===== src/rtl/mem_stage.sv =====
// mem_stage: MEM pipeline stage; runs loads/stores over the req/gnt/rvalid data bus and drives MEM_WB_*.
// Optional macro MEM_MISALIGN_TRAP_EN: misaligned H/W accesses trap instead of reaching the bus.
module mem_stage (
    input  logic        clk,
    input  logic        reset_n,
    input  logic        hazard_stall,
    input  logic        hazard_flush,
    input  logic        EX_MEM_enable_out,
    input  logic [31:0] EX_MEM_PC,
    input  logic [31:0] EX_MEM_ALUResult,
    input  logic [31:0] EX_MEM_WriteData,
    input  logic [4:0]  EX_MEM_Rd,
    input  logic        EX_MEM_RegWrite,
    input  logic        EX_MEM_MemToReg,
    input  logic        EX_MEM_MemRead,
    input  logic        EX_MEM_MemWrite,
    input  logic [2:0]  EX_MEM_Funct3,
    output logic        dmem_req,
    output logic        dmem_we,
    output logic [31:0] dmem_addr,
    output logic [31:0] dmem_wdata,
    output logic [3:0]  dmem_be,
    input  logic        dmem_gnt,
    input  logic        dmem_rvalid,
    input  logic [31:0] dmem_rdata,
    output logic        mem_stall,
    output logic        mem_misalign,
    output logic        MEM_WB_enable_out,
    output logic [31:0] MEM_WB_PC,
    output logic [31:0] MEM_WB_ReadData,
    output logic [31:0] MEM_WB_ALUResult,
    output logic [4:0]  MEM_WB_Rd,
    output logic        MEM_WB_RegWrite,
    output logic        MEM_WB_MemToReg
);
    typedef enum logic [1:0] {IDLE, REQ, RESP, HOLD} state_t;
    typedef struct packed {
        logic        en;
        logic [31:0] pc;
        logic [31:0] rdata;
        logic [31:0] alu;
        logic [4:0]  rd;
        logic        rw;
        logic        m2r;
    } wb_t;
    typedef struct packed {
        logic [31:0] pc;
        logic [31:0] alu;
        logic [4:0]  rd;
        logic        rw;
        logic        m2r;
        logic        ld;
        logic [2:0]  f3;
    } op_t;

    state_t      state, state_n;
    wb_t         wb, wb_n, hold_q, hold_n, res;
    op_t         op, op_n;
    logic        squash, squash_n, mis_q, mis_n, req_n;
    logic        mem_op, mis, go, done;
    logic [1:0]  a, f;
    logic [7:0]  lb;
    logic [15:0] lh;
    logic [31:0] ext;

    assign a      = EX_MEM_ALUResult[1:0];
    assign f      = EX_MEM_Funct3[1:0];
    assign mem_op = EX_MEM_enable_out && (EX_MEM_MemRead || EX_MEM_MemWrite);
`ifdef MEM_MISALIGN_TRAP_EN
    assign mis = mem_op && (f == 2'b01 ? a[0] : (f == 2'b10 && a != 2'b00));
`else
    assign mis = 1'b0;
`endif
    assign go   = state == IDLE && mem_op && !hazard_stall && !hazard_flush && !mis;
    assign done = (state == REQ && dmem_gnt && dmem_we) || (state == RESP && dmem_rvalid);
    // A trapped access completes in one cycle, so it must not hold EX_MEM.
    assign mem_stall = (state == IDLE && mem_op && !mis) || (state == REQ && !(dmem_gnt && dmem_we)) ||
                       (state == RESP && !dmem_rvalid) || (state == HOLD && hazard_stall);
    assign mem_misalign = mis_q;

    assign lb  = dmem_rdata[{op.alu[1:0], 3'b000} +: 8];
    assign lh  = op.alu[1] ? dmem_rdata[31:16] : dmem_rdata[15:0];
    assign ext = op.f3[1:0] == 2'b00 ? {{24{~op.f3[2] & lb[7]}}, lb} :
                 op.f3[1:0] == 2'b01 ? {{16{~op.f3[2] & lh[15]}}, lh} : dmem_rdata;
    assign res = wb_t'{en: 1'b1, pc: op.pc, rdata: op.ld ? ext : 32'd0, alu: op.alu,
                       rd: op.rd, rw: op.rw, m2r: op.m2r};

    assign {MEM_WB_enable_out, MEM_WB_PC, MEM_WB_ReadData, MEM_WB_ALUResult,
            MEM_WB_Rd, MEM_WB_RegWrite, MEM_WB_MemToReg} = wb;

    always_comb begin
        state_n  = state;
        wb_n     = wb;
        hold_n   = hold_q;
        op_n     = op;
        squash_n = squash;
        req_n    = dmem_req;
        mis_n    = 1'b0;
        if (state == IDLE) begin
            if (hazard_flush) wb_n = '0;
            else if (!hazard_stall) begin
                wb_n = EX_MEM_enable_out && !mem_op ?
                       wb_t'{1'b1, EX_MEM_PC, 32'd0, EX_MEM_ALUResult, EX_MEM_Rd, EX_MEM_RegWrite, EX_MEM_MemToReg} : '0;
                if (mis) begin
                    wb_n  = wb_t'{1'b1, EX_MEM_PC, 32'd0, EX_MEM_ALUResult, EX_MEM_Rd, 1'b0, EX_MEM_MemToReg};
                    mis_n = 1'b1;
                end
            end
            if (go) begin
                state_n  = REQ;
                req_n    = 1'b1;
                squash_n = 1'b0;
                op_n     = op_t'{pc: EX_MEM_PC, alu: EX_MEM_ALUResult, rd: EX_MEM_Rd, rw: EX_MEM_RegWrite,
                                 m2r: EX_MEM_MemToReg, ld: EX_MEM_MemRead, f3: EX_MEM_Funct3};
            end
        end else if (state == HOLD) begin
            if (hazard_flush || !hazard_stall) begin
                state_n = IDLE;
                wb_n    = hazard_flush ? '0 : hold_q;
            end
        end else begin
            // A flushed transaction still runs to completion on the bus; only its result is dropped.
            squash_n = squash || hazard_flush;
            wb_n     = hazard_stall && !hazard_flush ? wb : '0;
            if (state == REQ && dmem_gnt) begin
                req_n   = 1'b0;
                state_n = dmem_we ? IDLE : RESP;
            end
            if (done) begin
                state_n = IDLE;
                if (!squash_n && hazard_stall) begin
                    hold_n  = res;
                    state_n = HOLD;
                end else if (!squash_n) wb_n = res;
            end
        end
    end

    always_ff @(posedge clk) begin
        if (!reset_n) begin
            state      <= IDLE;
            wb         <= '0;
            hold_q     <= '0;
            op         <= '0;
            squash     <= 1'b0;
            mis_q      <= 1'b0;
            dmem_req   <= 1'b0;
            dmem_we    <= 1'b0;
            dmem_addr  <= '0;
            dmem_wdata <= '0;
            dmem_be    <= '0;
        end else begin
            state    <= state_n;
            wb       <= wb_n;
            hold_q   <= hold_n;
            op       <= op_n;
            squash   <= squash_n;
            mis_q    <= mis_n;
            dmem_req <= req_n;
            if (go) begin
                dmem_we    <= EX_MEM_MemWrite;
                dmem_addr  <= {EX_MEM_ALUResult[31:2], 2'b00};
                dmem_be    <= f == 2'b00 ? 4'b0001 << a : f == 2'b01 ? (a[1] ? 4'b1100 : 4'b0011) : 4'b1111;
                dmem_wdata <= f == 2'b00 ? {4{EX_MEM_WriteData[7:0]}} :
                              f == 2'b01 ? {2{EX_MEM_WriteData[15:0]}} : EX_MEM_WriteData;
            end
        end
    end
endmodule


===== config.mk =====
export PLATFORM = sky130hd
export DESIGN_NAME = mem_stage
export DESIGN_NICKNAME = d
export VERILOG_FILES = /design/src/rtl/mem_stage.sv
export SDC_FILE = /design/constraint.sdc
export NUM_CORES = 1
export LEC_CHECK = 0
export ABC_AREA = 0
export BUFFER_PORTS_ARGS = -buffer_cell sky130_fd_sc_hd__buf_2
export CORE_MARGIN = 8
export CORE_UTILIZATION = 30
export CTS_BUF_LIST = sky130_fd_sc_hd__clkbuf_4
export DETAILED_ROUTE_END_ITERATION = 12
export GPL_ROUTABILITY_DRIVEN = 0
export HOLD_SLACK_MARGIN = 0.02
export PLACE_DENSITY = 0.58
export SETUP_SLACK_MARGIN = 0.5
export SLEW_MARGIN = 15
export SYNTH_ARGS = -nofsm -noshare
export SYNTH_HDL_FRONTEND = slang
export SYNTH_SLANG_ARGS = --single-unit

===== constraint.sdc =====
create_clock -name clk -period 2.6 [get_ports clk]
set_clock_uncertainty 0.05 [all_clocks]
set_input_delay 0.26 -clock clk [delete_from_list [all_inputs] [get_ports clk]]
set_output_delay 0.26 -clock clk [all_outputs]
set_load 0.03 [all_outputs]

**After elaboration in Yosys (flattened, before gate mapping)**

Cells that the tools add are included.

- Register bits after elaboration: 354
- Bits of input ports: 147
- Output and inout bits: 176
- Logic and storage cells: 117

- Eq/ne operators: 9
- Shift-type cells: 2
- Muxes and demuxes: 35
- Bitwise gates (word level): 5
- Reductions and logical operators: 38

Operator list:

| operator | number |
|---|---|
| 2-to-1 mux 104 bit | 11 |
| 2-to-1 mux 32 bit | 5 |
| indexed part select 32 x 6 -> 8 bit | 1 |
| 2-to-1 mux 16 bit | 1 |
| 2-to-1 mux 2 bit | 8 |
| logical AND 1 bit | 14 |
| 2-to-1 mux 4 bit | 3 |
| logical OR 1 bit | 7 |
| 2-to-1 mux 1 bit | 7 |
| == test 2 x 1 -> 1 bit (second input constant) | 3 |
| zero test 1 bit | 6 |
| zero test 2 bit | 3 |
| AND reduction 2 bit | 3 |
| AND reduction 3 bit | 2 |
| == test 2 bit (second input constant) | 2 |
| != test 2 bit (second input constant) | 2 |
| AND reduction 4 bit | 1 |
| nonzero test 4 bit | 1 |
| left shift 1 x 2 -> 4 bit (first input constant) | 1 |
| != test 3 x 2 -> 1 bit (second input constant) | 1 |
| != test 3 bit (second input constant) | 1 |
| NOT 1 bit | 3 |
| AND 1 bit | 2 |
| nonzero test 2 bit | 1 |

**Longest topological paths before layout**

Gate-level depths: netlist (run 1).

- Depth in word-level cells: 10
- Depth in mapped cells: 10
- Mapped depth without buffers: 6

**Worst setup path before layout (run 1)**

Ideal clock, no wire load.

- Path kind: register -> register
- Start point: reg state[0]
- End point: reg op[46] (netlist name)
- Setup time: 0.070 ns
- Arrival: 1.893 ns
- Slack: 0.586 ns
- Cell stages (with the launch flop): 11
- Cell sequence: dfxtp_1 inv_1 ha_1 buf_2 o211ai_1 nand2b_1 buf_2 buf_2 clkbuf_1 nand2_1 a21oi_1

- Longest elaborated chain between the ends: 5

RTL lines:

| item | RTL line | source |
|---|---|---|
| start, declared | 56 | `state_t state, state_n;` |
| start signal, assigned | 153 | `state <= state_n;` |
| zero test 2 bit * | 74, 99 |  |
| logical AND 1 bit (3 in a row) | 74 | `assign go = state == IDLE && mem_op && !hazard_stall && !hazard_flush && !mis;` |
| AND reduction 2 bit (no source line) * | n/a |  |
| end signal, assigned | 156 | `op <= op_n;` |
| end, declared | 58 | `op_t op, op_n;` |

Every way passes the cells marked *; elsewhere a longest branch is shown, timed or not.
A chain may end at the register's enable or synchronous reset.

**Worst setup path after layout (run 1)**

- Start point: reg state[0]
- End point: out mem_stall

- Longest elaborated chain between the ends: 5
- Elaborated cells between the ends (all ways): 11

RTL lines:

| item | RTL line | source |
|---|---|---|
| == test 2 x 1 -> 1 bit / zero test 2 bit (equally long branches) | 77 | `assign mem_stall = (state == IDLE && mem_op && !mis) \|\| (state == REQ && !(dmem_gnt && dmem_we)) \|\|` |
| logical AND 1 bit | 77 |  |
| logical OR 1 bit (2 in a row) | 77 |  |
| logical OR 1 bit * | 78 | `(state == RESP && !dmem_rvalid) \|\| (state == HOLD && hazard_stall);` |
| end, declared | 26 | `output logic mem_stall,` |

Marks and branches as above.

==> impl_metrics.csv, run 1 <==
group,metric,value,unit
timing,totalNegativeSetupSlack,0,ns
die,die_y,244,um
global_routing,grt_first_pass_wirelength,102000,um
drt,first_pass_iters,8,
worst_setup_path,reg2reg_slack,0.15,ns
timing,post-route-period-util,95.4,%
logic_synthesis,synth-simple-area-share,18.8,%
timing,drv_slew,0,
logic_synthesis,synth_top_family_by_area,"compound AO/OA/AOI/OAI gates",
drt,avgRoutedWirePerCell,23.0,um
worst_setup_path,crit_arrival,2.17,ns
global_routing,grt_pass1_vias,17200,
die,die-area,0.0596,mm^2
logic_synthesis,syn_inst,1940,
die,boundaryPins,323,
logic_synthesis,ys_types,68,
worst_setup_path,critPathBufInv,2,
logic_synthesis,ys_seq_area_share,45.4,%
drt,num_vias,18100,
logic_synthesis,synth_top_area_share,45.4,%
worst_hold_path,whs_endpoint,"dmem_req$_SDFFE_PN0P_",
clocking,htreeDepth,3,
timing,max_freq,0.403,GHz
die,rows,83,
logic_synthesis,async_reset_ff_share,0,%
worst_setup_path,cp-start-kind,"flip-flop",
worst_setup_path,required,2.29,ns
worst_setup_path,end_kind,"primary output",
timing,post-route-min-period,2.48,ns
cells_and_area,postLayoutCellArea,0.0241,mm^2
clocking,cts-root-buf,"clkbuf_4",
cells_and_area,drive_gt1_share,34.2,%
worst_setup_path,r2r-end,"MEM_WB_PC[24]$_SDFFE_PN0P_",
global_routing,antenna_found_initial,10,
worst_setup_path,crit_family,"flip-flops",
cells_and_area,areaGrowthSynthToFinish,54.6,%
placement,placed_area,0.0179,mm^2
logic_synthesis,synth_compound_area_share,27.2,%
outcome,status,"finished clean",
worst_setup_path,crit_path_cell_trace,"ha_4 > buf_12 > a222oi_1 > nand2_1 > buf_6",
drt,drc,0,
worst_setup_path,crit_type,"reg -> out",
logic_synthesis,yosysWarnings,0,
timing,rsz0062_at_grt,"yes",
cells_and_area,layout.cells.most_common,"nand2_1",
logic_synthesis,syn-mean-instance-area,8.05,um^2
logic_synthesis,synth_top_area_cell,"dfxtp_1",
drt,postRouteAntennaNets,0,
logic_synthesis,ys_seq_elements,354,
timing,holdWs,0.113,ns
logic_synthesis,muxShareOfSynthArea,1.89,%
power_and_ir_drop,ir_drop,0.391,mV
clocking,cts_num_sinks,354,
cells_and_area,num-fill-cells,4831,
global_routing,grt_max_degree,206,
worst_hold_path,min_from,"EX_MEM_enable_out",
timing,hold_viol,0,
clocking,path_clk_slew,0.08,ns
power_and_ir_drop,leakage,9.14,nW
logic_synthesis,synth_area_leaders,"dfxtp_1 (45%), nand2_1 (11%), a21oi_1 (8.3%)",
die,initial_core_util,30.4,%
run,cap_violations,0,
logic_synthesis,synthFlopType,"dfxtp_1",
clocking,cts_tree,"yes",
placement,portBuffers,319,
drt,drt-total-wl,75200,um
worst_setup_path,critical_path.slowest_cell,"dfxtp_4",
timing,tightest_slew,1.12,ns
logic_synthesis,synth_fa_ha_area_share,0.401,%
logic_synthesis,synth-xor-area-share,0,%
clocking,clk_latency,0.84,ns
cells_and_area,nets,2664,
clocking,clockBufferDepth,3,
worst_setup_path,max_stage_delay,0.38,ns
global_routing,grt_usage,21.4,%
worst_hold_path,hold_depth,6,
global_routing,overflow,0,
cells_and_area,mostFrequentLayoutCells,"nand2_1 (444), dfxtp_1 (350), buf_2 (317), a21oi_1 (221), dlygate4sd3_1 (153)",
placement,hpwl,39700,um
logic_synthesis,synth-edff-count,0,
worst_setup_path,crit_fanout,5,
timing,max_slew_margin,25.2,%
clocking,cts_made_buffers,100,
worst_hold_path,hp-class,"in -> reg",
power_and_ir_drop,total_power,0.0151,W
die,core,0.0514,mm^2
worst_setup_path,reg2reg_from,"state[0]$_SDFFE_PN0P_",
worst_setup_path,r2r_cells,10,
timing,finalSetupViolCount,0,
drt,drt-initial-drc-count,1841,
power_and_ir_drop,powerDensity,624,mW/mm^2
logic_synthesis,syn_area,0.0156,mm^2
cells_and_area,post-route-util,47.0,%
die,die_w,244,um
drt,via_per_inst,5.51,
## cell families (layout without fill, tap and decap cells)
| logic type | Yosys count | count (layout) |
|---|---|---|
| AND/OR/NAND/NOR | 676 | 678 |
| AO/OA/AOI/OAI | 642 | 642 |
| other | 1 | 9 |
| adder cells (fa/ha/maj) | 5 | 5 |
| flip-flops | 354 | 354 |
| buffers and inverters | 233 | 879 |
| multiplexers | 29 | 29 |
## cell usage after synthesis (all sizes together), types with 2 or more instances
cell type  instances
nand2            475
dfxtp            354
a21oi            260
o21ai            124
clkbuf           116
buf               71
a22oi             47
inv               45
o41ai             45
nor2              44
a221oi            41
nand3             39
nand2b            29
nand4             29
a222oi            28
mux2i             25
nor2b             21
a211oi            20
a2111oi           16
nor3              13
nor3b             12
a311oi            11
a21o               8
o32ai              8
o211ai             7
a32o               5
ha                 5
a32oi              4
mux2               4
o2111ai            4
o21bai             4
and2               3
and4               2
nor4b              2
o31ai              2
## power by group
part           total [W]  internal, W  switching [W]
Combinational    0.00391      0.00169        0.00222
Clock            0.00532      0.00280        0.00252
Sequential       0.00584      0.00563       0.000203
Total             0.0151       0.0101        0.00494
## worst min-delay path: stages
cell	delay, ns
buf_2	0.12
o211ai_1	0.14
buf_4	0.17
nor4_1	0.05
o21ai_0	0.14
a21oi_1	0.07
## stage by stage
stage                     cells  setup WS (ns)
after floorplan            1942          0.586
after global placement     2802          0.202
after detailed placement   2802          0.179
after CTS                  3163         0.0582
after global routing       3272        -0.0169
final                      3276          0.119
## final cells by class
cell class / count / area (um^2) / area share (%)
Timing Repair inverter: 1 / 7.51 / 0.0311
Timing Repair Buffer: 652 / 5960 / 24.7
Multi-Input combinational cell: 1357 / 8730 / 36.2
Clock buffer: 149 / 1120 / 4.63
Inverter: 46 / 188 / 0.778
Clock inverter: 31 / 170 / 0.705
Antenna cell: 6 / 15.0 / 0.0622
Sequential cell: 354 / 7100 / 29.4
Tap cell: 680 / 851 / 3.52
## state kept, by name, indices dropped and copies added, names as in the netlist
| signal | count |
|---|---|
| MEM_WB_RegWrite | 1 |
| state | 2 |
| dmem_addr | 30 |
| MEM_WB_ALUResult | 32 |
| MEM_WB_MemToReg | 1 |
| dmem_wdata | 32 |
| dmem_be | 4 |
| dmem_we | 1 |
| hold_q | 104 |
| dmem_req | 1 |
| MEM_WB_ReadData | 32 |
| MEM_WB_PC | 32 |
| MEM_WB_Rd | 5 |
| MEM_WB_enable_out | 1 |
| squash | 1 |
| op | 75 |
## worst max path at each step
stage	cells past startpoint	to	from	slack [ns]
final	5	mem_stall	state[0]$_SDFFE_PN0P_	0.12
after global routing	5	mem_stall	state[0]$_SDFFE_PN0P_	-0.02
after CTS	5	mem_stall	state[0]$_SDFFE_PN0P_	0.06
after detailed placement	7	MEM_WB_ALUResult[15]$_SDFFE_PN0P_	state[1]$_SDFFE_PN0P_	0.18
after global placement	6	MEM_WB_MemToReg$_SDFFE_PN0P_	state[0]$_SDFFE_PN0P_	0.20
after floorplan	10	op[46]$_SDFFE_PN0P_	state[0]$_SDFFE_PN0P_	0.59
## metal layers
layer / global-route usage [%] / routed length (um) / vias up
met5: 0 / 65 / -
met1: 26.1 / 30400 / 8695
met3: 6.13 / 6820 / 193
li1: - / - / 8171
met2: 34.7 / 35300 / 990
met4: 9.50 / 2650 / 10
## timing repair
action,in CTS,in global routing
endpoints found under the setup margin,336,279
pin swaps,17,151
buffers inserted,17,63
gates resized for setup,57,325
cloned,10,45
endpoints found under the hold margin,280,0
hold buffers,154,0
Note: power is estimated with default switching activity, not from simulation.
==> inputs of run 2 (changes only) <==
- clock period: 2.6 -> 3 ns (I/O delays scaled with it)
==> run 2 against run 1 <==
Effect of this change:
- clock-buffer cell count stayed put
- cell count decreased by 3.7%
- worst hold slack gained 0.083 ns
- first-iteration DRC count shrank 24%
- core utilization is 6.4 points lower
- clock power shrank 15%
- non-clock buffer count fell by 123
- sequential cell count unchanged
- sequential share of layout area grew 4.6 points
==> impl_metrics.csv, run 2 (same netlist as run 1, synthesis figures left out) <==
group,metric,value,unit
outcome,status,"finished clean",
worst_setup_path,crit_fanout,5,
die,core,0.0514,mm^2
timing,hold_viol,0,
worst_hold_path,hp-class,"in -> reg",
placement,hpwl,38900,um
worst_setup_path,cp-start-kind,"flip-flop",
worst_setup_path,end_kind,"primary output",
global_routing,grt_first_pass_wirelength,96800,um
clocking,clockBufferDepth,3,
timing,max_freq,0.400,GHz
cells_and_area,nets,2539,
drt,via_per_inst,5.39,
cells_and_area,num-fill-cells,5250,
drt,avgRoutedWirePerCell,20.2,um
die,rows,83,
cells_and_area,largest_register_ff_count,104,
clocking,cts_made_buffers,101,
timing,post-route-min-period,2.50,ns
die,die-area,0.0596,mm^2
worst_setup_path,crit_arrival,2.15,ns
worst_setup_path,r2r_cells,5,
cells_and_area,post-route-util,40.6,%
global_routing,grt_usage,20.3,%
cells_and_area,multi_input_area,0.00771,mm^2
clocking,cts_num_sinks,354,
power_and_ir_drop,leakage,7.79,nW
global_routing,antenna_found_initial,7,
die,die_w,244,um
timing,drv_slew,0,
drt,drt-total-wl,63700,um
drt,postRouteAntennaNets,0,
worst_setup_path,required,2.65,ns
cells_and_area,regArea,0.00710,mm^2
cells_and_area,drive_gt1_share,23.6,%
clocking,cts-root-buf,"clkbuf_4",
cells_and_area,mostFrequentLayoutCells,"nand2_1 (474), dfxtp_1 (350), buf_2 (318), a21oi_1 (260), dlygate4sd3_1 (158)",
drt,drt-initial-drc-count,1391,
drt,first_pass_iters,7,
global_routing,grt_pass1_vias,16800,
clocking,cts_tree,"yes",
timing,finalSetupViolCount,0,
die,boundaryPins,323,
worst_setup_path,crit_type,"reg -> out",
die,initial_core_util,30.4,%
power_and_ir_drop,powerDensity,572,mW/mm^2
clocking,path_clk_slew,0.07,ns
power_and_ir_drop,ir_drop,0.301,mV
drt,drc,0,
worst_hold_path,hold_depth,4,
clocking,htreeDepth,3,
cells_and_area,regMostFlops,"hold_q",
placement,portBuffers,319,
timing,max_slew_margin,16.7,%
cells_and_area,areaGrowthSynthToFinish,33.7,%
timing,rsz0062_at_grt,"yes",
timing,totalNegativeSetupSlack,0,ns
clocking,clk_latency,0.85,ns
timing,tightest_slew,1.25,ns
cells_and_area,layout.cells.most_common,"nand2_1",
drt,num_vias,17000,
die,die_y,244,um
timing,post-route-period-util,83.3,%
run,cap_violations,0,
cells_and_area,reg_top3,"hold_q x104, op x75",
global_routing,grt_max_degree,212,
global_routing,overflow,0,
-- run 2: cell count changes in the layout (fill, tap and decap cells not counted), moves of 31 or more --
cell     change
a22oi_1     +44
a22oi_2     -44
o21ai_0     +43
o21ai_1     -42
a21oi_1     +39
a21oi_2     -38
buf_12      -35
buf_6       -31
-- run 2: what timing repair did --
item                                   4_1_cts  5_1_grt
hold buffers                               158        0
resized for setup                           12       14
setup endpoints to repair                   43       67
setup buffers                                1        5
pin swaps                                    3        5
endpoints found under the hold margin      300        0
gates cloned                                 0        3
-- run 2: worst max-delay path, stage by stage, from the launching register on --
cell	delay, ns
dfxtp_4	0.37
ha_4	0.17
buf_12	0.11
a222oi_1	0.30
nand2_1	0.18
buf_6	0.18
-- run 2: report_power, final --
group | internal, W | total [W] | switching (W)
Sequential | 0.00488 | 0.00504 | 0.000162
Combinational | 0.000838 | 0.00235 | 0.00151
Clock | 0.00236 | 0.00454 | 0.00218
Total | 0.00808 | 0.0119 | 0.00385
-- run 2: layer usage --
| metal | global-route usage, % | routed length, um |
|---|---|---|
| met2 | 33.1 | 29500 |
| met4 | 8.32 | 2230 |
| met1 | 24.5 | 26300 |
| met5 | 0 | 23 |
| met3 | 6.34 | 5650 |
-- run 2: final timing paths --
check,start,to,slack (ns)
worst min register to register,op[38]$_SDFFE_PN0P_,hold_q[34]$_SDFFE_PN0P_,0.38
worst min-delay path,EX_MEM_ALUResult[15],MEM_WB_ALUResult[15]$_SDFFE_PN0P_,0.20
worst max register to register,op[3]$_SDFFE_PN0P_,MEM_WB_ReadData[9]$_SDFFE_PN0P_,0.60
worst max-delay path,state[0]$_SDFFE_PN0P_,mem_stall,0.50
-- run 2: cell type report --
type                    count  area share (%)
multi-input cells        1355            36.9
flip-flops and latches    354            34.0
repair buffers            529            17.9
clock buffers             149            5.36
well taps                 680            4.08
inverters                  46           0.864
clock inverters            33           0.792
diodes                      8          0.0960
-- run 2: through the flow --
stage                     hold slack [ns]  worst slack, ns  power [W]  cells  area, um^2
after floorplan                     0.381            0.986    0.00636   1942       15600
after global placement              0.384            0.412    0.00711   2797       17800
after detailed placement            0.393            0.356    0.00714   2797       17800
after CTS                          0.0880            0.347     0.0120   3138       20700
after global routing                0.108            0.373     0.0125   3153       20900
final                               0.195            0.501     0.0119   3154       20900
